<file path="src/rtl/p3_shared_ram_arbiter.sv">
// p3_shared_ram_arbiter: round-robin arbiter sharing one synchronous RAM among NUM_CORES cores, with read return and done aggregation
module p3_shared_ram_arbiter #(
  parameter int NUM_CORES = 4,
  parameter int DATA_W    = 16,
  parameter int ADDR_W    = 16,
  parameter int RD_LAT    = 1
) (
  input  logic                        clk,
  input  logic                        rst_n,
  input  logic                        start,
  input  logic [NUM_CORES-1:0]        core_req,
  input  logic [NUM_CORES-1:0]        core_we,
  input  logic [NUM_CORES*ADDR_W-1:0] core_addr,
  input  logic [NUM_CORES*DATA_W-1:0] core_wdata,
  input  logic [NUM_CORES-1:0]        core_done,
  output logic [NUM_CORES-1:0]        core_gnt,
  output logic [NUM_CORES-1:0]        core_rvalid,
  output logic [DATA_W-1:0]           core_rdata,
  output logic [ADDR_W-1:0]           RAM_ADDRESS,
  output logic [DATA_W-1:0]           DATA_BUS_out,
  input  logic [DATA_W-1:0]           DATA_BUS_in,
  output logic                        M_Write,
  output logic                        RAM_en,
  output logic                        End_of_process
);
  localparam int PW = (NUM_CORES > 1) ? $clog2(NUM_CORES) : 1;
  logic [PW-1:0]        ptr, win, idx;
  logic                 found;
  logic [NUM_CORES-1:0] done_seen, elig;
  logic [RD_LAT:0]      pv;
  logic [PW-1:0]        pc [RD_LAT+1];
  assign elig = core_req & ~done_seen;
  always_comb begin
    win = '0;
    found = 1'b0;
    idx = '0;
    for (int o = NUM_CORES - 1; o >= 0; o--) begin
      idx = PW'((int'(ptr) + o) % NUM_CORES);
      if (elig[idx]) begin
        win = idx;
        found = 1'b1;
      end
    end
  end
  assign core_gnt = found ? (NUM_CORES'(1) << win) : '0;
  // pv/pc form the read-return pipeline: pv[j] marks a read, pc[j] its owner
  always_ff @(posedge clk or negedge rst_n) begin
    if (!rst_n) begin
      RAM_en <= 1'b0;
      M_Write <= 1'b0;
      RAM_ADDRESS <= '0;
      DATA_BUS_out <= '0;
      core_rvalid <= '0;
      core_rdata <= '0;
      End_of_process <= 1'b0;
      ptr <= '0;
      done_seen <= '0;
      pv <= '0;
      for (int j = 0; j <= RD_LAT; j++) pc[j] <= '0;
    end else begin
      RAM_en <= found;
      M_Write <= found & core_we[win];
      if (found) begin
        RAM_ADDRESS <= core_addr[win*ADDR_W +: ADDR_W];
        DATA_BUS_out <= core_wdata[win*DATA_W +: DATA_W];
      end
      ptr <= start ? '0 : found ? ((win == PW'(NUM_CORES - 1)) ? '0 : win + 1'b1) : ptr;
      done_seen <= start ? '0 : done_seen | core_done;
      End_of_process <= start ? 1'b0 : End_of_process | (&done_seen & ~|pv);
      pv <= {pv[RD_LAT-1:0], found & ~core_we[win]};
      pc[0] <= win;
      for (int j = 1; j <= RD_LAT; j++) pc[j] <= pc[j-1];
      core_rvalid <= pv[RD_LAT] ? (NUM_CORES'(1) << pc[RD_LAT]) : '0;
      if (pv[RD_LAT]) core_rdata <= DATA_BUS_in;
    end
  end
endmodule
</file>
<file path="config.mk">
export PLATFORM = sky130hd
export DESIGN_NAME = p3_shared_ram_arbiter
export DESIGN_NICKNAME = d
export VERILOG_FILES = /design/src/rtl/p3_shared_ram_arbiter.sv
export SDC_FILE = /design/constraint.sdc
export NUM_CORES = 1
export LEC_CHECK = 0
export ABC_AREA = 1
export CAP_MARGIN = 10
export CORE_MARGIN = 2
export CORE_UTILIZATION = 40
export CTS_CLUSTER_DIAMETER = 40
export CTS_CLUSTER_SIZE = 16
export DETAILED_ROUTE_END_ITERATION = 10
export GPL_TIMING_DRIVEN = 0
export PLACE_DENSITY_LB_ADDON = 0.05
export SETUP_SLACK_MARGIN = 0.2
export SYNTH_ARGS = -nofsm -noshare
export SYNTH_HDL_FRONTEND = slang
export SYNTH_SLANG_ARGS = --single-unit
</file>
<file path="constraint.sdc">
create_clock -name clk -period 5.4 [get_ports clk]
set_clock_uncertainty 0.05 [all_clocks]
set_input_delay 0.54 -clock clk [delete_from_list [all_inputs] [get_ports clk]]
set_output_delay 0.54 -clock clk [all_outputs]
set_load 0.01 [all_outputs]
</file>
==> flow_metrics.py <==
metrics = {
    "global_routing": {
        "grt_pass1_wl_mm": 22.6,
        "grt_overflow": 0,
        "track_usage_pct": 24.2,
        "first_global_vias": 4982,
        "grt_max_degree": 68,
        "grt_antenna_before_repair": 0,
    },
    "setup_path": {
        "critical_path.reg2reg.startpoint": "ptr[0]$_DFFE_PN0P_",
        "startpoint": "core_req[2]",
        "reg2regPathDepth": 13,
        "timing.critical_path.to_type": "output port",
        "worst_ep_arrival_time_ns": 3.04,
        "worstPathMaxFanout": 12,
        "timing.critical_path.cells": "clkdlybuf4s50_1, nand3_1, nand2_1, nand2_1, nand2_1, inv_1, nand2_1, nand2_2, inv_2, buf_2, ha_1, nand2_1, inv_1, clkdlybuf4s50_1",
        "critical_path_buf_inv_count": 6,
        "endpoint_required_time_on_the_critical_path_ns": 4.81,
        "slowest_stage": "sky130_fd_sc_hd__clkdlybuf4s50_1",
        "worst_setup_path_start_kind": "input port",
        "cp_endpoint": "core_gnt[3]",
        "timing.rr.end": "ptr[1]$_DFFE_PN0P_",
        "worstSetupPathType": "in -> out",
        "critical-path-max-stage-delay_ns": 0.54,
        "reg2reg_slack_ns": 3.15,
        "timing.critical_path.max_delay_family": "buffers and inverters",
        "library_cell_appearing_most_often_on_the_critical_path": "sky130_fd_sc_hd__nand2_1",
        "cp_num_cells": 14,
    },
    "synthesis": {
        "yosys_cell_types": 26,
        "synth-seq-area-share_pct": 38.0,
        "post_synth.cell_area_avg_sq_um": 6.30,
        "synth-warning-count": 0,
        "postSynthCellCount": 700,
        "muxShareOfSynthArea_pct": 0,
        "synth_compound_gate_area_share_pct": 0.737,
        "post_synth_and_or_nand_nor_area_fraction_pct": 42.5,
        "ys_seq_elements": 67,
        "synth_xor_xnor_area_share_pct": 0.369,
        "synth_fa_ha_area_share_pct": 0.851,
        "syn_area_sq_um": 4410,
        "largest_family_of_logic_cells_by_synthesized_area": "simple AND/OR/NAND/NOR gates",
        "syn-num-nets": 862,
    },
    "floorplanning": {
        "floorplan.io_pins": 218,
        "number_of_cell_rows": 38,
        "dieArea_sq_um": 11900,
        "start_util_pct": 40.9,
        "dieWidth_um": 109,
        "core_area_sq_um": 10800,
        "fp.dieH_um": 109,
    },
    "sta": {
        "slew_headroom_pct": 43.5,
        "tightest_slew_ns": 0.848,
        "hold_viol_final": 0,
        "achievable-frequency_ghz": 0.275,
        "finalCriticalPeriod_ns": 3.63,
        "finalMaxSlewViolations": 0,
        "rsz0062_at_grt": "false",
        "post-route-period-util_pct": 67.3,
        "final-setup-viol-count": 0,
        "tns_ns": 0,
    },
    "pwr": {
        "ir_worst_vdd_mv": 0.315,
        "power.density_nw_per_um2": 566,
        "cellLeakagePower_nw": 3.80,
        "p_total_mw": 3.92,
    },
    "route": {
        "wirelength_mm": 14.0,
        "drt_via_density": 4.77,
        "first_pass_iters": 5,
        "vias_post_dr": 5121,
        "drcViolationCount": 0,
        "wl_per_cell_um": 13.1,
        "drt_iter0_drc": 278,
        "ant_nets": 0,
    },
    "clock_tree": {
        "cts.htree.levels": 3,
        "postCtsHoldBufs": 0,
        "postCtsSetupRepairBufs": 0,
        "cts_tree": "done",
        "clock_transition_at_path_regs_ns": 0.07,
        "clock_insertion_delay_at_the_later_pin_of_the_skew_report_ns": 0.35,
        "ctsResizeCount": 0,
        "numClockSinks": 67,
        "cts-root-to-sink-buffers": 2,
        "cts.root.buffer_cell": "sky130_fd_sc_hd__clkbuf_8",
        "numCtsBuffers": 9,
    },
    "outcome": {
        "outcome": "finished clean",
    },
    "min_path": {
        "hold_path.class": "in -> async",
    },
    "finish": {
        "fillerInstances": 1024,
        "final_net_count": 1090,
        "layout-area-overhead-vs-synth_pct": 57.0,
        "drive_above_1_share_pct": 5.89,
        "number_of_antenna_repair_diodes": 0,
    },
    "placement": {
        "place.detailed.hpwl_mm": 10.9,
        "count_of_input_and_output_buffers": 217,
        "gpl_wtd_cong": 0.856,
    },
    "job": {
        "cap_violations": 0,
    },
}
==> how the worst min path moves through the flow <==
stage	startpoint	to	slack, ns	depth (start not counted)
final	rst_n	done_seen[2]$_DFF_PN0_	0.22	1
after global routing	rst_n	core_rdata[15]$_DFFE_PN0P_	0.31	1
after CTS	rst_n	core_rdata[1]$_DFFE_PN0P_	0.27	1
after floorplan	rst_n	DATA_BUS_out[0]$_DFFE_PN0P_	0.19	0
after detailed placement	pc[3]$_DFF_PN0_	pc[1]$_DFF_PN0_	0.29	0
after global placement	pc[2]$_DFF_PN0_	pc[0]$_DFF_PN0_	0.28	0
==> placed cells by master, fill, tap and decap left out, types with 2 or more instances in the layout <==
cell,synthesis,layout
sky130_fd_sc_hd__nand3_2,2,2
sky130_fd_sc_hd__nand3_1,142,142
sky130_fd_sc_hd__nand2_2,4,4
sky130_fd_sc_hd__clkdlybuf4s50_1,0,216
sky130_fd_sc_hd__ha_1,3,3
sky130_fd_sc_hd__buf_1,2,2
sky130_fd_sc_hd__clkinv_2,0,4
sky130_fd_sc_hd__buf_2,15,15
sky130_fd_sc_hd__nand2_1,268,268
sky130_fd_sc_hd__nor3_1,5,5
sky130_fd_sc_hd__clkbuf_1,13,13
sky130_fd_sc_hd__dfrtp_1,67,67
sky130_fd_sc_hd__clkbuf_8,0,9
sky130_fd_sc_hd__nand3b_1,2,2
sky130_fd_sc_hd__buf_6,5,5
sky130_fd_sc_hd__clkinv_4,0,2
sky130_fd_sc_hd__buf_4,4,5
sky130_fd_sc_hd__inv_2,3,3
sky130_fd_sc_hd__o22ai_1,2,2
sky130_fd_sc_hd__nor2_1,10,10
sky130_fd_sc_hd__inv_1,144,144
==> state kept, by name, summed over array words and instances, names as in the netlist <==
register / cells
done_seen: 4
DATA_BUS_out: 16
core_rdata: 16
ptr: 2
pc: 4
core_rvalid: 4
M_Write: 1
RAM_ADDRESS: 16
End_of_process: 1
pv: 2
RAM_en: 1
==> layout make-up <==
cell class | count | area [sq um] | area share, %
flip-flops and latches | 67 | 1680 | 24.2
multi-input cells | 446 | 1960 | 28.3
plain buffers | 39 | 218 | 3.14
clock buffers | 9 | 124 | 1.79
repair buffers | 217 | 2170 | 31.3
well taps | 140 | 175 | 2.53
clock inverters | 7 | 45.0 | 0.650
inverters | 148 | 558 | 8.06
==> report_power, final <==
part / switching [mW] / internal, mW / total (mW)
clock: 0.204 / 0.164 / 0.368
sequential: 0.128 / 0.752 / 0.880
combinational: 1.54 / 1.13 / 2.67
total: 1.87 / 2.05 / 3.92
==> kinds of logic (layout without fill, tap and decap cells) <==
group / Yosys count / after routing
AND/OR/NAND/NOR: 437 / 437
XOR/XNOR: 1 / 1
AO/OA/AOI/OAI: 5 / 5
flip-flops: 67 / 67
adder cells (fa/ha/maj): 3 / 3
buffers and inverters: 187 / 420
==> per-stage QoR <==
| step | hold slack (ns) | util [%] | instance area (sq um) | instances | setup slack (ns) |
|---|---|---|---|---|---|
| 6_report | 0.224 | 64.2 | 6930 | 1073 | 1.77 |
| 5_1_grt | 0.306 | 64.2 | 6930 | 1073 | 1.52 |
| 4_1_cts | 0.269 | 64.2 | 6930 | 1073 | 1.77 |
| 3_5_place_dp | 0.287 | 62.6 | 6760 | 1057 | 1.78 |
| 3_3_place_gp | 0.285 | 62.6 | 6760 | 1057 | 1.52 |
| 2_1_floorplan | 0.194 | - | 4410 | 700 | 3.06 |
==> routing by layer <==
layer	wire length (um)	GRT usage, %	vias up
li1	-	-	2549
met4	276	8.70	0
met1	5470	27.1	2348
met2	7170	44.8	202
met3	1100	5.38	22
met5	0	0	-
==> synthesized netlist by cell type (all sizes together) <==
library cell | count | area [sq um]
inv | 148 | 558
ha | 3 | 37.5
xnor2 | 1 | 16.3
nor4 | 1 | 6.26
nand3 | 144 | 731
clkbuf | 13 | 48.8
a21oi | 2 | 13.8
nor2 | 11 | 48.8
o22ai | 2 | 12.5
nor3 | 5 | 25.0
dfrtp | 67 | 1680
nand4 | 1 | 6.26
a31oi | 1 | 6.26
nand3b | 2 | 15.0
nand2 | 273 | 1040
buf | 26 | 169
Note: power is estimated with default switching activity, not from simulation.
